File: config.mk
export PLATFORM = sky130hd
export DESIGN_NAME = ht_5_encoder
export DESIGN_NICKNAME = d
export VERILOG_FILES = /design/src/rtl/ht5_pkg.sv /design/src/rtl/ht5_code_lut.sv /design/src/rtl/ht_5_encoder.sv
export SDC_FILE = /design/constraint.sdc
export NUM_CORES = 1
export LEC_CHECK = 0
export ABC_AREA = 1
export CAP_MARGIN = 5
export CORE_AREA = 2 2 51 53
export DETAILED_ROUTE_END_ITERATION = 6
export DIE_AREA = 0 0 53 55
export PLACE_DENSITY = 0.84
export SETUP_SLACK_MARGIN = 0.4
export SLEW_MARGIN = 0
export SYNTH_ARGS = -nofsm -noshare
export SYNTH_HDL_FRONTEND = slang
export SYNTH_SLANG_ARGS = --single-unit
File: constraint.sdc
create_clock -name clk -period 3.55 [get_ports clk]
set_clock_uncertainty 0.1 [all_clocks]
set_input_delay 0.5325 -clock clk [delete_from_list [all_inputs] [get_ports clk]]
set_output_delay 0.5325 -clock clk [all_outputs]
set_load 0.005 [all_outputs]
File: src/rtl/ht5_pkg.sv
// rtl/ht5_pkg.sv - shared state type, symbol limits and the 16-entry code/length table
package ht5_pkg;

    typedef enum logic {
        IDLE  = 1'b0,
        SHIFT = 1'b1
    } state_t;

    localparam int MAX_CODE_LEN = 8;
    localparam int MAX_SYM_LEN  = 10;

    // Indexed by {x[1:0], y[1:0]}; codewords are left-aligned in 8 bits.
    localparam logic [7:0] CODE_TBL [16] = '{
        8'b1000_0000,  // (0,0) 1
        8'b0100_0000,  // (0,1) 010
        8'b0001_1000,  // (0,2) 000110
        8'b0000_1010,  // (0,3) 0000101
        8'b0110_0000,  // (1,0) 011
        8'b0010_0000,  // (1,1) 001
        8'b0001_0000,  // (1,2) 000100
        8'b0000_1000,  // (1,3) 0000100
        8'b0001_1100,  // (2,0) 000111
        8'b0001_0100,  // (2,1) 000101
        8'b0000_1110,  // (2,2) 0000111
        8'b0000_0001,  // (2,3) 00000001
        8'b0000_1100,  // (3,0) 0000110
        8'b0000_0100,  // (3,1) 000001
        8'b0000_0010,  // (3,2) 0000001
        8'b0000_0000   // (3,3) 00000000
    };

    localparam logic [3:0] LEN_TBL [16] = '{
        4'd1, 4'd3, 4'd6, 4'd7,
        4'd3, 4'd3, 4'd6, 4'd7,
        4'd6, 4'd6, 4'd7, 4'd8,
        4'd7, 4'd6, 4'd7, 4'd8
    };

endpackage

File: src/rtl/ht5_code_lut.sv
// rtl/ht5_code_lut.sv - combinational (x,y) to left-aligned codeword and length lookup
// Ports: x, y (2-bit magnitudes) in; code (8-bit, MSB first) and len (1..8) out.
import ht5_pkg::*;

module ht5_code_lut (
    input  logic [1:0] x,
    input  logic [1:0] y,
    output logic [7:0] code,
    output logic [3:0] len
);

    assign code = CODE_TBL[{x, y}];
    assign len  = LEN_TBL[{x, y}];

endmodule

File: src/rtl/ht_5_encoder.sv
// rtl/ht_5_encoder.sv - serial Huffman encoder for (x,y) magnitude pairs
// Ports: clk, rst (sync, active-high); s_valid/s_ready handshake with x_val, y_val,
// x_sign, y_sign; serial output axiov/axiod/axiol with downstream axior; err pulse
// for an accepted out-of-range pair. Optional macro HT5_SIGN_EN appends sign bits.
import ht5_pkg::*;

module ht_5_encoder (
    input  logic       clk,
    input  logic       rst,
    input  logic       s_valid,
    output logic       s_ready,
    input  logic [3:0] x_val,
    input  logic [3:0] y_val,
    input  logic       x_sign,
    input  logic       y_sign,
    output logic       axiov,
    output logic       axiod,
    output logic       axiol,
    input  logic       axior,
    output logic       err
);

    state_t                   state, state_nxt;
    logic [MAX_SYM_LEN-1:0]   sh;
    logic [3:0]               len;
    logic [3:0]               cnt;
    logic                     err_q;

    logic [7:0]               lut_code;
    logic [3:0]               lut_len;
    logic [MAX_SYM_LEN-1:0]   sym_new;
    logic [3:0]               len_new;

    logic legal, accept, xfer, last, load;

    ht5_code_lut u_lut (
        .x    (x_val[1:0]),
        .y    (y_val[1:0]),
        .code (lut_code),
        .len  (lut_len)
    );

    assign legal   = (x_val <= 4'd3) && (y_val <= 4'd3);
    assign last    = (cnt == len - 4'd1);

    // Outputs are gated by rst so nothing leaks out while the register state
    // is being cleared.
    assign axiov   = !rst && (state == SHIFT);
    assign axiod   = axiov && sh[MAX_SYM_LEN-1];
    assign axiol   = axiov && last;
    assign err     = !rst && err_q;
    assign xfer    = axiov && axior;
    assign s_ready = !rst && ((state == IDLE) || (axiol && axior));
    assign accept  = s_valid && s_ready;
    assign load    = accept && legal;

    // Build the symbol left-aligned in the shift register.
    always_comb begin
        sym_new = {lut_code, 2'b00};
        len_new = lut_len;
`ifdef HT5_SIGN_EN
        if (x_val[1:0] != 2'd0) begin
            sym_new[4'd9 - len_new] = x_sign;
            len_new = len_new + 4'd1;
        end
        if (y_val[1:0] != 2'd0) begin
            sym_new[4'd9 - len_new] = y_sign;
            len_new = len_new + 4'd1;
        end
`endif
    end

`ifndef HT5_SIGN_EN
    logic sign_unused;
    assign sign_unused = x_sign ^ y_sign;
`endif

    always_comb begin
        state_nxt = state;
        case (state)
            IDLE:    if (load) state_nxt = SHIFT;
            SHIFT:   if (xfer && last) state_nxt = load ? SHIFT : IDLE;
            default: state_nxt = IDLE;
        endcase
    end

    always_ff @(posedge clk) begin
        if (rst) begin
            state <= IDLE;
            sh    <= '0;
            len   <= 4'd0;
            cnt   <= 4'd0;
            err_q <= 1'b0;
        end else begin
            state <= state_nxt;
            err_q <= accept && !legal;
            // A new load takes priority: it only coincides with the final-bit transfer.
            if (load) begin
                sh  <= sym_new;
                len <= len_new;
                cnt <= 4'd0;
            end else if (xfer) begin
                sh  <= {sh[MAX_SYM_LEN-2:0], 1'b0};
                cnt <= cnt + 4'd1;
            end
        end
    end

endmodule

==> impl_metrics.env <==
export IMPL_via_per_inst=5.23
export IMPL_clkSinkCount=18
export IMPL_core_mm2=0.00236
export IMPL_r2r_end="len[1]"
export IMPL_vias=1088
export IMPL_cts_tree="built"
export IMPL_initial_core_util=0.473
export IMPL_cts_root_buffer="clkbuf_4"
export IMPL_relSlewSlack=0.663
export IMPL_wl_per_cell_um=11.4
export IMPL_cp_common_cell="clkdlybuf4s50_1"
export IMPL_p_total_uw=362
export IMPL_clock_latency_ns=0.30
export IMPL_die_area_mm2=0.00292
export IMPL_synthDistinctLibCells=26
export IMPL_timing_rr_start="len[0]"
export IMPL_yosys_warnings=0
export IMPL_postPlaceCellArea_mm2=0.00128
export IMPL_netlist_top_cells_area="dfxtp_1 (32%), nand2_1 (15%), inv_1 (6.7%)"
export IMPL_tightest_slew_ns=0.502
export IMPL_dr_pass1_iters=4
export IMPL_synth_avg_cell_area_um2=6.90
export IMPL_die_x_um=53
export IMPL_antenna_cells=0
export IMPL_syn_inst=162
export IMPL_p_per_area_mw_per_mm2=275
export IMPL_yosys_area_top_type_share=0.322
export IMPL_fill_cells=234
export IMPL_slowest_delay_ns=0.54
export IMPL_outcome="finished, final reports clean"
export IMPL_cp_max_fo=9
export IMPL_die_height_um=55
export IMPL_cp_end_kind="output port"
export IMPL_drtIter0Drc=26
export IMPL_grt_usage=0.184
export IMPL_hp_class="register to register"
export IMPL_cts_buffers=3
export IMPL_cts_reportedPaths_clkPinSlew_ns=0.09
export IMPL_rows=18
export IMPL_yosys_area_top_type="dfxtp_1"
export IMPL_cts_hold_buf=0
export IMPL_slew_violations=0
export IMPL_clk_path_buf_depth=2
export IMPL_reg2reg_slack_ns=1.37
export IMPL_syn2layout_area_growth_pct=17.4
export IMPL_drc_errors=0
export IMPL_required_ns=2.92
export IMPL_final_nets=196
export IMPL_synthesis_area_mm2=0.00112
export IMPL_gp_congestion=0.881
export IMPL_rr_worst_depth=10
export IMPL_fin_area_mm2=0.00131
export IMPL_ys_seq_elements=18
export IMPL_ant_nets=0
export IMPL_fin_tns_setup_ns=0
export IMPL_syn_num_nets=178
export IMPL_hold_slack_ns=0.389
export IMPL_seq_area_frac_synth=0.322
export IMPL_hold_viol_final=0
export IMPL_startpoint="rst"
export IMPL_final_layout_size_suffix_gt1_frac=0.0955
export IMPL_wl_um=2360
export IMPL_grt_pass1_wl_um=3930
export IMPL_criticalPathCategory="input pin to output port"
export IMPL_period_minus_slack_ns=2.97
export IMPL_setup_viol=0
export IMPL_port_buffer_count=16
export IMPL_io_pins=19
export IMPL_cp_start_kind="input pin"
export IMPL_dp_hpwl_um=1830
export IMPL_arrival_ns=2.34
export IMPL_peakVddDrop_mv=0.233
export IMPL_endpoint="s_ready"
export IMPL_antenna_found_initial=0
export IMPL_drv_cap=0
export IMPL_grt_max_degree=20
export IMPL_cp_slowest_cell="clkdlybuf4s50_1"
export IMPL_grt_overflow=0
export IMPL_fmax_mhz=337
export IMPL_path_cells="clkdlybuf4s50_1 -> inv_4 -> nand2_2 -> nor2_8 -> nand4_4 -> a21oi_4 -> clkdlybuf4s50_1"
export IMPL_p_leak_nw=0.571
export IMPL_cts_max_level=1
export IMPL_period_share=0.837
export IMPL_grt_setup_unrepaired="no"
export IMPL_grt_pass1_vias=947
## synth_stat cells
| master | n |
|---|---|
| buf_6 | 2 |
| nor2_4 | 1 |
| nand3_1 | 14 |
| a21oi_2 | 2 |
| ha_1 | 2 |
| clkbuf_8 | 1 |
| inv_1 | 20 |
| or2_2 | 1 |
| nor4_4 | 1 |
| xor2_1 | 2 |
| o311ai_0 | 1 |
| nand4_1 | 6 |
| a21oi_1 | 7 |
| dfxtp_1 | 18 |
| inv_4 | 1 |
| nand2_2 | 3 |
| o21ai_0 | 6 |
| nand2_1 | 46 |
| o22ai_1 | 2 |
| inv_2 | 1 |
| clkbuf_1 | 1 |
| nand4_4 | 2 |
| nor2_8 | 1 |
| nor2_1 | 19 |
| a211oi_1 | 1 |
| nor3b_1 | 1 |
## cells by family (layout without fill, tap and decap cells)
kind of cell,after synthesis,count (layout),synth area share
AOI/OAI and AO/OA,19,19,0.0996
xor gates and xnor gates,2,2,0.0157
adders and majority gates,2,2,0.0224
buffers and inverters,26,42,0.112
DFF,18,18,0.322
and+or+nand+nor,95,95,0.428
## where the power goes
part | switching [mW] | leakage [nW] | internal, mW | total, mW
Clock | 0.0631 | 0.0138 | 0.0396 | 0.103
Sequential | 0.00170 | 0.145 | 0.205 | 0.206
Combinational | 0.0296 | 0.412 | 0.0231 | 0.0527
## through the flow
stage	cells	utilization	setup WS, ns
6_report	208	0.556	0.580
5_1_grt	208	0.556	0.480
3_3_place_gp	205	0.543	0.522
2_1_floorplan	162	-	1.55
4_1_cts	208	0.552	0.480
3_5_place_dp	205	0.543	0.489
## layout by cell type, fill, tap and decap left out, types with 2 or more instances in the layout
master / synthesis / layout
nand4_1: 6 / 6
a21oi_1: 7 / 7
dfxtp_1: 18 / 18
nand3_1: 14 / 14
nand4_4: 2 / 2
nand2_2: 3 / 3
clkdlybuf4s50_1: 0 / 16
ha_1: 2 / 2
clkbuf_4: 0 / 3
o21ai_0: 6 / 6
nand2_1: 46 / 46
o22ai_1: 2 / 2
xor2_1: 2 / 2
inv_1: 20 / 20
nor2_1: 19 / 19
## worst max-delay path: cells and delay by family
kind | cells | cell delay [ns]
AOI/OAI and AO/OA | 1 | 0.24
buffers and inverters | 3 | 1.12
and+or+nand+nor | 3 | 0.44
## layer usage
| layer | part of all wire | wire length, um | GRT usage |
|---|---|---|---|
| met1 | 0.43 | 1030 | 0.212 |
| met2 | 0.50 | 1190 | 0.329 |
| met3 | 0.044 | 103 | 0.0430 |
| met4 | 0.016 | 38 | 0.0769 |
| met5 | 0 | 0 | 0 |
## area by class of cell
cell class | instances | area, um^2 | share of cell area
Timing Repair Buffer | 17 | 168 | 0.128
Sequential cell | 18 | 360 | 0.274
Clock buffer | 3 | 22.5 | 0.0171
Tap cell | 30 | 37.5 | 0.0286
Inverter | 22 | 85.1 | 0.0648
Multi-Input combinational cell | 118 | 641 | 0.488
## worst min path at each step
stage          slack [ns]  cells past startpoint  endpoint   from
3_3_place_gp         0.36                      2     sh[2]  sh[2]
3_5_place_dp         0.37                      2     sh[2]  sh[2]
2_1_floorplan        0.34                      2     sh[2]  sh[2]
6_report             0.39                      2     sh[6]  sh[6]
4_1_cts              0.39                      2     sh[2]  sh[2]
5_1_grt              0.41                      2     sh[6]  sh[6]
## state kept, by name, indices dropped and copies added (netlist names)
| signal | flops |
|---|---|
| cnt | 4 |
| state | 1 |
| sh | 8 |
| len | 4 |
| err_q | 1 |
## timing repair
action | 4_1_cts | 5_1_grt
hold endpoints to repair | 0 | 0
setup endpoints to repair | 0 | 1
setup buffers | 0 | 0
resized for setup | 0 | 1
(Power assumes the default switching activity.)
